==> src/rtl/wb_bridge_pkg.sv <==
// Shared types for the Wishbone submap timeout bridge.
//   state_t : bridge FSM states
//   rsp_t   : kind of response held for the upstream side
package wb_bridge_pkg;

  typedef enum logic [1:0] {IDLE, ISSUE, WAIT, RESP} state_t;

  typedef enum logic [1:0] {RSP_ACK, RSP_ERR, RSP_RTY} rsp_t;

  localparam int TIMEOUT_CNT_W = 16;
  localparam int WD_W          = 16;

endpackage

==> src/rtl/wb_watchdog_cnt.sv <==
// Watchdog for one outstanding transaction. Down-counter reloaded on clr_i
// and decremented while en_i is high; tc_o flags the cycle in which the
// allowed budget of TIMEOUT enabled cycles is used up.
//   clk_i, rst_i : clock, async active-high reset
//   clr_i        : reload for a new transaction
//   en_i         : count this cycle (transaction in flight)
//   tc_o         : terminal count reached this cycle (qualified by en_i)
module wb_watchdog_cnt
  import wb_bridge_pkg::*;
#(
  parameter int TIMEOUT = 255
) (
  input  logic clk_i,
  input  logic rst_i,
  input  logic clr_i,
  input  logic en_i,
  output logic tc_o
);

  // Loaded with TIMEOUT-1 so the terminal count lands on the TIMEOUT-th
  // enabled cycle after the reload.
  localparam logic [WD_W-1:0] LOAD = WD_W'(TIMEOUT - 1);

  logic [WD_W-1:0] cnt_q;

  always_ff @(posedge clk_i or posedge rst_i) begin
    if (rst_i) begin
      cnt_q <= '0;
    end else if (clr_i) begin
      cnt_q <= LOAD;
    end else if (en_i && (cnt_q != '0)) begin
      cnt_q <= cnt_q - WD_W'(1);
    end
  end

  assign tc_o = en_i && (cnt_q == '0);

endmodule

==> src/rtl/wb_sub_timeout_bridge.sv <==
// Bridge between a register block's Wishbone submap port (s_*) and a
// pipelined Wishbone slave (m_*). One transaction in flight; the request is
// registered onto m_* and the response is registered back onto s_*. A
// watchdog turns a silent slave into an error response.
//
// Ports:
//   clk_i, rst_i          clock, async active-high reset
//   s_cyc_i .. s_dat_i    upstream request
//   s_ack/err/rty_o       one-cycle upstream response
//   s_stall_o, s_dat_o    upstream stall, read data
//   m_cyc_o .. m_dat_o    downstream request (registered)
//   m_ack/err/rty_i       downstream response
//   m_stall_i, m_dat_i    downstream stall, read data
//   timeout_o             sticky timeout flag
//   timeout_cnt_o         saturating timeout count
//   timeout_clr_i         clears timeout_o and timeout_cnt_o
//
// state | meaning
// IDLE  | ready for an upstream request
// ISSUE | strobe presented downstream, waiting for it to be accepted
// WAIT  | request accepted, waiting for ack/err/rty
// RESP  | one-cycle response driven upstream
module wb_sub_timeout_bridge
  import wb_bridge_pkg::*;
#(
  parameter int ADDR_WIDTH = 4,
  parameter int TIMEOUT    = 255
) (
  input  logic                     clk_i,
  input  logic                     rst_i,
  input  logic                     s_cyc_i,
  input  logic                     s_stb_i,
  input  logic [ADDR_WIDTH-1:0]    s_adr_i,
  input  logic [3:0]               s_sel_i,
  input  logic                     s_we_i,
  input  logic [31:0]              s_dat_i,
  output logic                     s_ack_o,
  output logic                     s_err_o,
  output logic                     s_rty_o,
  output logic                     s_stall_o,
  output logic [31:0]              s_dat_o,
  output logic                     m_cyc_o,
  output logic                     m_stb_o,
  output logic [ADDR_WIDTH-1:0]    m_adr_o,
  output logic [3:0]               m_sel_o,
  output logic                     m_we_o,
  output logic [31:0]              m_dat_o,
  input  logic                     m_ack_i,
  input  logic                     m_err_i,
  input  logic                     m_rty_i,
  input  logic                     m_stall_i,
  input  logic [31:0]              m_dat_i,
  output logic                     timeout_o,
  output logic [TIMEOUT_CNT_W-1:0] timeout_cnt_o,
  input  logic                     timeout_clr_i
);

  state_t state_q, state_d;
  rsp_t   rsp_q, rsp_d;
  logic   busy, rsp_in, wd_tc;
  logic   cap_req, rsp_take, to_fire;

  assign busy   = (state_q == ISSUE) || (state_q == WAIT);
  assign rsp_in = m_ack_i | m_err_i | m_rty_i;

  wb_watchdog_cnt #(.TIMEOUT(TIMEOUT)) u_wd (
    .clk_i (clk_i),
    .rst_i (rst_i),
    .clr_i (cap_req),
    .en_i  (busy),
    .tc_o  (wd_tc)
  );

  always_ff @(posedge clk_i or posedge rst_i) begin
    if (rst_i) begin
      state_q <= IDLE;
      rsp_q   <= RSP_ACK;
    end else begin
      state_q <= state_d;
      rsp_q   <= rsp_d;
    end
  end

  // Priority inside a transaction: upstream abort, then a slave response
  // (so a response on the watchdog's last cycle still wins), then timeout.
  // Responses are accepted in ISSUE as well, for slaves that answer early.
  always_comb begin
    state_d  = state_q;
    rsp_d    = rsp_q;
    cap_req  = 1'b0;
    rsp_take = 1'b0;
    to_fire  = 1'b0;
    case (state_q)
      IDLE: begin
        if (s_cyc_i && s_stb_i) begin
          cap_req = 1'b1;
          state_d = ISSUE;
        end
      end
      ISSUE, WAIT: begin
        if (!s_cyc_i) begin
          state_d = IDLE;
        end else if (rsp_in) begin
          rsp_take = 1'b1;
          state_d  = RESP;
          if (m_err_i)      rsp_d = RSP_ERR;
          else if (m_rty_i) rsp_d = RSP_RTY;
          else              rsp_d = RSP_ACK;
        end else if (wd_tc) begin
          to_fire = 1'b1;
          rsp_d   = RSP_ERR;
          state_d = RESP;
        end else if ((state_q == ISSUE) && !m_stall_i) begin
          state_d = WAIT;
        end
      end
      RESP:    state_d = IDLE;
      default: state_d = IDLE;
    endcase
  end

  always_ff @(posedge clk_i or posedge rst_i) begin
    if (rst_i) begin
      m_adr_o       <= '0;
      m_sel_o       <= '0;
      m_we_o        <= 1'b0;
      m_dat_o       <= '0;
      s_dat_o       <= '0;
      timeout_o     <= 1'b0;
      timeout_cnt_o <= '0;
    end else begin
      if (cap_req) begin
        m_adr_o <= s_adr_i;
        m_sel_o <= s_sel_i;
        m_we_o  <= s_we_i;
        m_dat_o <= s_dat_i;
      end
      if (rsp_take && !m_we_o) begin
        s_dat_o <= m_dat_i;
      end
      // A timeout in the same cycle as a clear survives as a fresh count of 1.
      if (to_fire) begin
        timeout_o <= 1'b1;
        if (timeout_clr_i)
          timeout_cnt_o <= TIMEOUT_CNT_W'(1);
        else if (timeout_cnt_o != '1)
          timeout_cnt_o <= timeout_cnt_o + TIMEOUT_CNT_W'(1);
      end else if (timeout_clr_i) begin
        timeout_o     <= 1'b0;
        timeout_cnt_o <= '0;
      end
    end
  end

  assign m_cyc_o   = busy;
  assign m_stb_o   = (state_q == ISSUE);
  assign s_stall_o = (state_q != IDLE);
  assign s_ack_o   = (state_q == RESP) && (rsp_q == RSP_ACK);
  assign s_err_o   = (state_q == RESP) && (rsp_q == RSP_ERR);
  assign s_rty_o   = (state_q == RESP) && (rsp_q == RSP_RTY);

endmodule

==> config.mk <==
export PLATFORM = sky130hd
export DESIGN_NAME = wb_sub_timeout_bridge
export DESIGN_NICKNAME = d
export VERILOG_FILES = /design/src/rtl/wb_bridge_pkg.sv /design/src/rtl/wb_watchdog_cnt.sv /design/src/rtl/wb_sub_timeout_bridge.sv
export SDC_FILE = /design/constraint.sdc
export NUM_CORES = 1
export LEC_CHECK = 0
export CAP_MARGIN = 15
export CORE_MARGIN = 5
export CORE_UTILIZATION = 50
export CTS_BUF_LIST = sky130_fd_sc_hd__clkbuf_8
export CTS_CLUSTER_SIZE = 25
export DETAILED_ROUTE_END_ITERATION = 6
export PLACE_DENSITY = 0.93
export RECOVER_POWER = 100
export SETUP_SLACK_MARGIN = 0.05
export SYNTH_ARGS = -nofsm -noshare
export SYNTH_HDL_FRONTEND = slang
export SYNTH_SLANG_ARGS = --single-unit
==> constraint.sdc <==
create_clock -name clk_i -period 8.37 [get_ports clk_i]
set_input_delay 1.2555 -clock clk_i [delete_from_list [all_inputs] [get_ports clk_i]]
set_output_delay 1.2555 -clock clk_i [all_outputs]
set_load 0.02 [all_outputs]
==> reports/qor_table.md <==
| Group | Parameter | This run |
|---|---|---|
| run status | Run status | complete, but fails checks |
| run status | Failing checks | capacitance limit, slew limit |
| synth | YS warnings | 0 |
| timing | Final slew viol count | 188 |
| timing | Worst relative slew slack | -1.13 |
| layout | Proportion of layout cells with a drive suffix above 1 | 0.0876 |
| worst setup path | Crit end category | flip-flop |
| timing | Peak Freq | 0.217 GHz |
| worst setup path | Worst path cell trace | dlygate4sd3_1, nand2_1, nor2_1, nand2_1, nand2_1 |
| drt | ANT nets after route | 0 |
| worst setup path | Delay of the slowest cell on the worst path | 2.33 ns |
| synth | Library cells used by synthesis | 52 |
| layout | Most frequent standard cell in the layout excluding fill and tap cells | sky130_fd_sc_hd__nand2_1 |
| synth | Number of flops mapped to enable cells by yosys | 0 |
| clocking | H-Tree Depth | 3 |
| min path | Worst Hold Path EP | m_dat_o[11] |
| worst setup path | Critical R2R Launch | state_q[0] |
| floorplan | X dimension of the die | 109 um |
| synth | Area of the mapped netlist | 4920 um2 |
| timing | RSZ-0062 raised after global routing | false |
| floorplan | Standard-cell row count | 36 |
| layout | Relative area change from synthesis to final layout | 41.8% |
| synth | Cell count after synthesis | 477 |
| timing | Final hold violation count | 0 |
| floorplan | Area enclosed by the die boundary | 11,900 um2 |
| min path | Beginning of the worst hold path | m_dat_o[11] |
| worst setup path | Number of cells traversed by the worst register-to-register path | 6 |
| drt | Avg Vias per Cell | 5.41 |
| layout | Total Nets Final | 735 |
| timing | Post-Route Skew | 0.0136 ns |
| worst setup path | Standard cell with the maximum stage delay on the critical path | sky130_fd_sc_hd__nor2_1 |
| placed design | # port buffers | 177 |
| clocking | Clock sink total | 110 |
| drt | Final WL | 13,700 um |
| clocking | CTS Root Buffer Type | sky130_fd_sc_hd__clkbuf_8 |
| synth | Fraction of registers with async set/reset | 1.00 |
| worst setup path | FF-to-FF End | m_dat_o[25] |
| worst setup path | Arrival time at the worst endpoint | 4.91 ns |
| global routing | Grt ovf | 0 |
| min path | Hold path cells | 2 |
| floorplan | Die boundary height | 109 um |
| drt | Number of vias after detailed routing | 4,240 |
| placed design | Total placed instance area | 6790 um2 |
| clocking | Number of buffers on the longest clock path | 2 |
| timing | Final number of setup-violating endpoints | 0 |
| clocking | Setup bufs post-CTS | 0 |
| timing | Min cycle time layout | 4.62 ns |
| timing | Total negative slack | 0 ns |
| synth | Post-synthesis sequential element count | 110 |
| drt | Initial DRC Count | 206 |
| clocking | Clock Latency Late Sink | 0.37 ns |
| drt | Number of iterations in the first detailed-routing pass | 5 |
| placed design | Placed wire-length estimate | 9960 um |
| global routing | Largest net degree at the start of global routing | 58 |
| clocking | Clock-pin transition on the worst setup and hold timing paths | 0.10 ns |
| synth | Share of the yosys chip area belonging to registers | 0.560 |
| run | # Max-Cap Violations | 4 |
| worst setup path | Worst endpoint required time | 8.66 ns |
| worst setup path | Critical-path maximum fanout | 50 |
| drt | Routed wire per std cell | 17.5 um |
| layout | Most used cells in the layout excluding fill and tap cells | sky130_fd_sc_hd__nand2_1, sky130_fd_sc_hd__dfrtp_1, sky130_fd_sc_hd__dlygate4sd3_1 |
| clocking | CTS tree | built |
| layout | Number of diodes added for antenna fixing | 0 |
| clocking | Number of cells upsized or downsized after cts | 0 |
| global routing | Number of antenna violations at the first check in global routing | 0 |
| synth | Synthesized area per cell | 10.3 um2 |
| clocking | Num CTS Buffers | 9 |
| floorplan | Initial core utilization | 0.508 |
| synth | Net count after synthesis | 566 |
| timing | Tcrit/Tclk final | 0.551 |
| worst setup path | Worst R2R Setup Slack | 4.57 ns |
| global routing | Total global routing track utilization | 0.240 |
| synth | Most used DFF post-synth | sky130_fd_sc_hd__dfrtp_1 |
| floorplan | Core area | 9680 um2 |
| placed design | Weighted congestion reported at the end of routability-driven placement | 0.892 |
| clocking | Count of hold-fix buffers inserted at cts | 0 |
| worst setup path | Crit path from | s_cyc_i |
| floorplan | I/O pins | 178 |
| min path | Worst min path class | reg2reg |
| timing | Transition time of the tightest slew-check pin | 3.18 ns |
| global routing | Wire length of the first global-routing pass | 22,100 um |
| layout | Post-route standard cell area excluding fillers | 6980 um2 |
| power | Power per standard cell area | 319 nW/um2 |
| worst setup path | Cell repeated most along the worst path | sky130_fd_sc_hd__nand2_1 |
| worst setup path | Crit path launch type | input pin |
| power | Largest voltage drop on the vdd net | 0.234 mV |
| drt | Total DRC errors in the routed layout | 0 |
| worst setup path | Type of the setup path with the least slack | in2reg |
| global routing | Number of global-route vias before repair | 4,498 |
| power | Lkg Pwr | 3.19 nW |
## kinds of logic (layout without fill, tap and decap cells)
group	count (synthesis)	in the layout	share of synthesized area
and+or+nand+nor	237	237	0.233
DFF	110	110	0.560
AOI/OAI and AO/OA	36	36	0.0471
muxes	36	36	0.0819
buffers and inverters	34	208	0.0305
xor gates and xnor gates	17	17	0.0303
adders and majority gates	7	7	0.0178
## through the flow
step | setup WS [ns] | std cells | hold slack [ns] | util | total power [mW]
after global routing | 3.40 | 784 | 0.508 | 0.720 | 2.35
after global placement | 4.68 | 768 | 0.457 | 0.701 | 1.89
after CTS | 4.97 | 784 | 0.490 | 0.725 | 2.32
after detailed placement | 4.60 | 768 | 0.465 | 0.701 | 1.94
after floorplan | 4.21 | 477 | 0.489 | - | 1.41
final | 3.75 | 784 | 0.480 | 0.720 | 2.22
## routing by layer
metal / up-vias / wire, um / part of all wire / GRT usage
met4: 0 / 448 / 0.033 / 0.111
met5: - / 0 / 0 / 0
met3: 38 / 895 / 0.065 / 0.0657
li1: 1961 / - / - / -
met1: 2058 / 4900 / 0.36 / 0.267
met2: 183 / 7460 / 0.54 / 0.427
## cells in the mapped netlist (3+ instances only)
library cell	instances	area, um2
sky130_fd_sc_hd__and2_1	3	18.8
sky130_fd_sc_hd__inv_1	12	45.0
sky130_fd_sc_hd__ha_1	7	87.6
sky130_fd_sc_hd__mux2_2	34	383
sky130_fd_sc_hd__nand4_1	16	100
sky130_fd_sc_hd__nor2_1	21	78.8
sky130_fd_sc_hd__o21ai_0	9	45.0
sky130_fd_sc_hd__and4_1	4	35.0
sky130_fd_sc_hd__nor3_1	10	50.1
sky130_fd_sc_hd__nand3_1	9	45.0
sky130_fd_sc_hd__dfrtp_1	110	2750
sky130_fd_sc_hd__nand2_1	140	526
sky130_fd_sc_hd__or3_1	4	25.0
sky130_fd_sc_hd__xnor2_1	6	52.6
sky130_fd_sc_hd__o31ai_1	3	22.5
sky130_fd_sc_hd__xor2_1	11	96.3
sky130_fd_sc_hd__and3_1	6	37.5
sky130_fd_sc_hd__clkbuf_1	16	60.1
sky130_fd_sc_hd__a21oi_1	10	50.1
## final cells by class
type / count / area (um2)
flip-flops and latches: 110 / 2750
fillers: 659 / 2710
multi-input cells: 333 / 1990
repair buffers: 180 / 1790
well taps: 133 / 166
clock buffers: 12 / 165
clock inverters: 4 / 68.8
inverters: 12 / 46.3
## worst max-delay path by stage
stage	endpoint	slack [ns]	cells past startpoint
floorplan	m_adr_o[0]	4.21	1
global placement	timeout_cnt_o[13]	4.68	6
detailed placement	timeout_cnt_o[13]	4.60	6
CTS	timeout_cnt_o[13]	4.97	6
global route	m_dat_o[25]	3.40	5
finish	m_dat_o[25]	3.75	5
## registers in the layout (all words and copies together), names as in the netlist
signal / flops
m_we_o: 1
m_sel_o: 4
timeout_o: 1
m_dat_o: 32
rsp_q: 2
state_q: 2
m_adr_o: 4
u_wd.cnt_q: 16
s_dat_o: 32
timeout_cnt_o: 16
## power by group
part / leakage, nW / switching, mW / internal, mW
logic: 1.70 / 0.560 / 0.461
registers: 1.37 / 0.109 / 0.727
clock network: 0.124 / 0.173 / 0.192
## critical path: cells and delay by family
kind,cells,cell delay [ns]
buffers and inverters,1,0.62
AND/OR/NAND/NOR,4,3.03
Note: power is estimated with default switching activity, not from simulation.
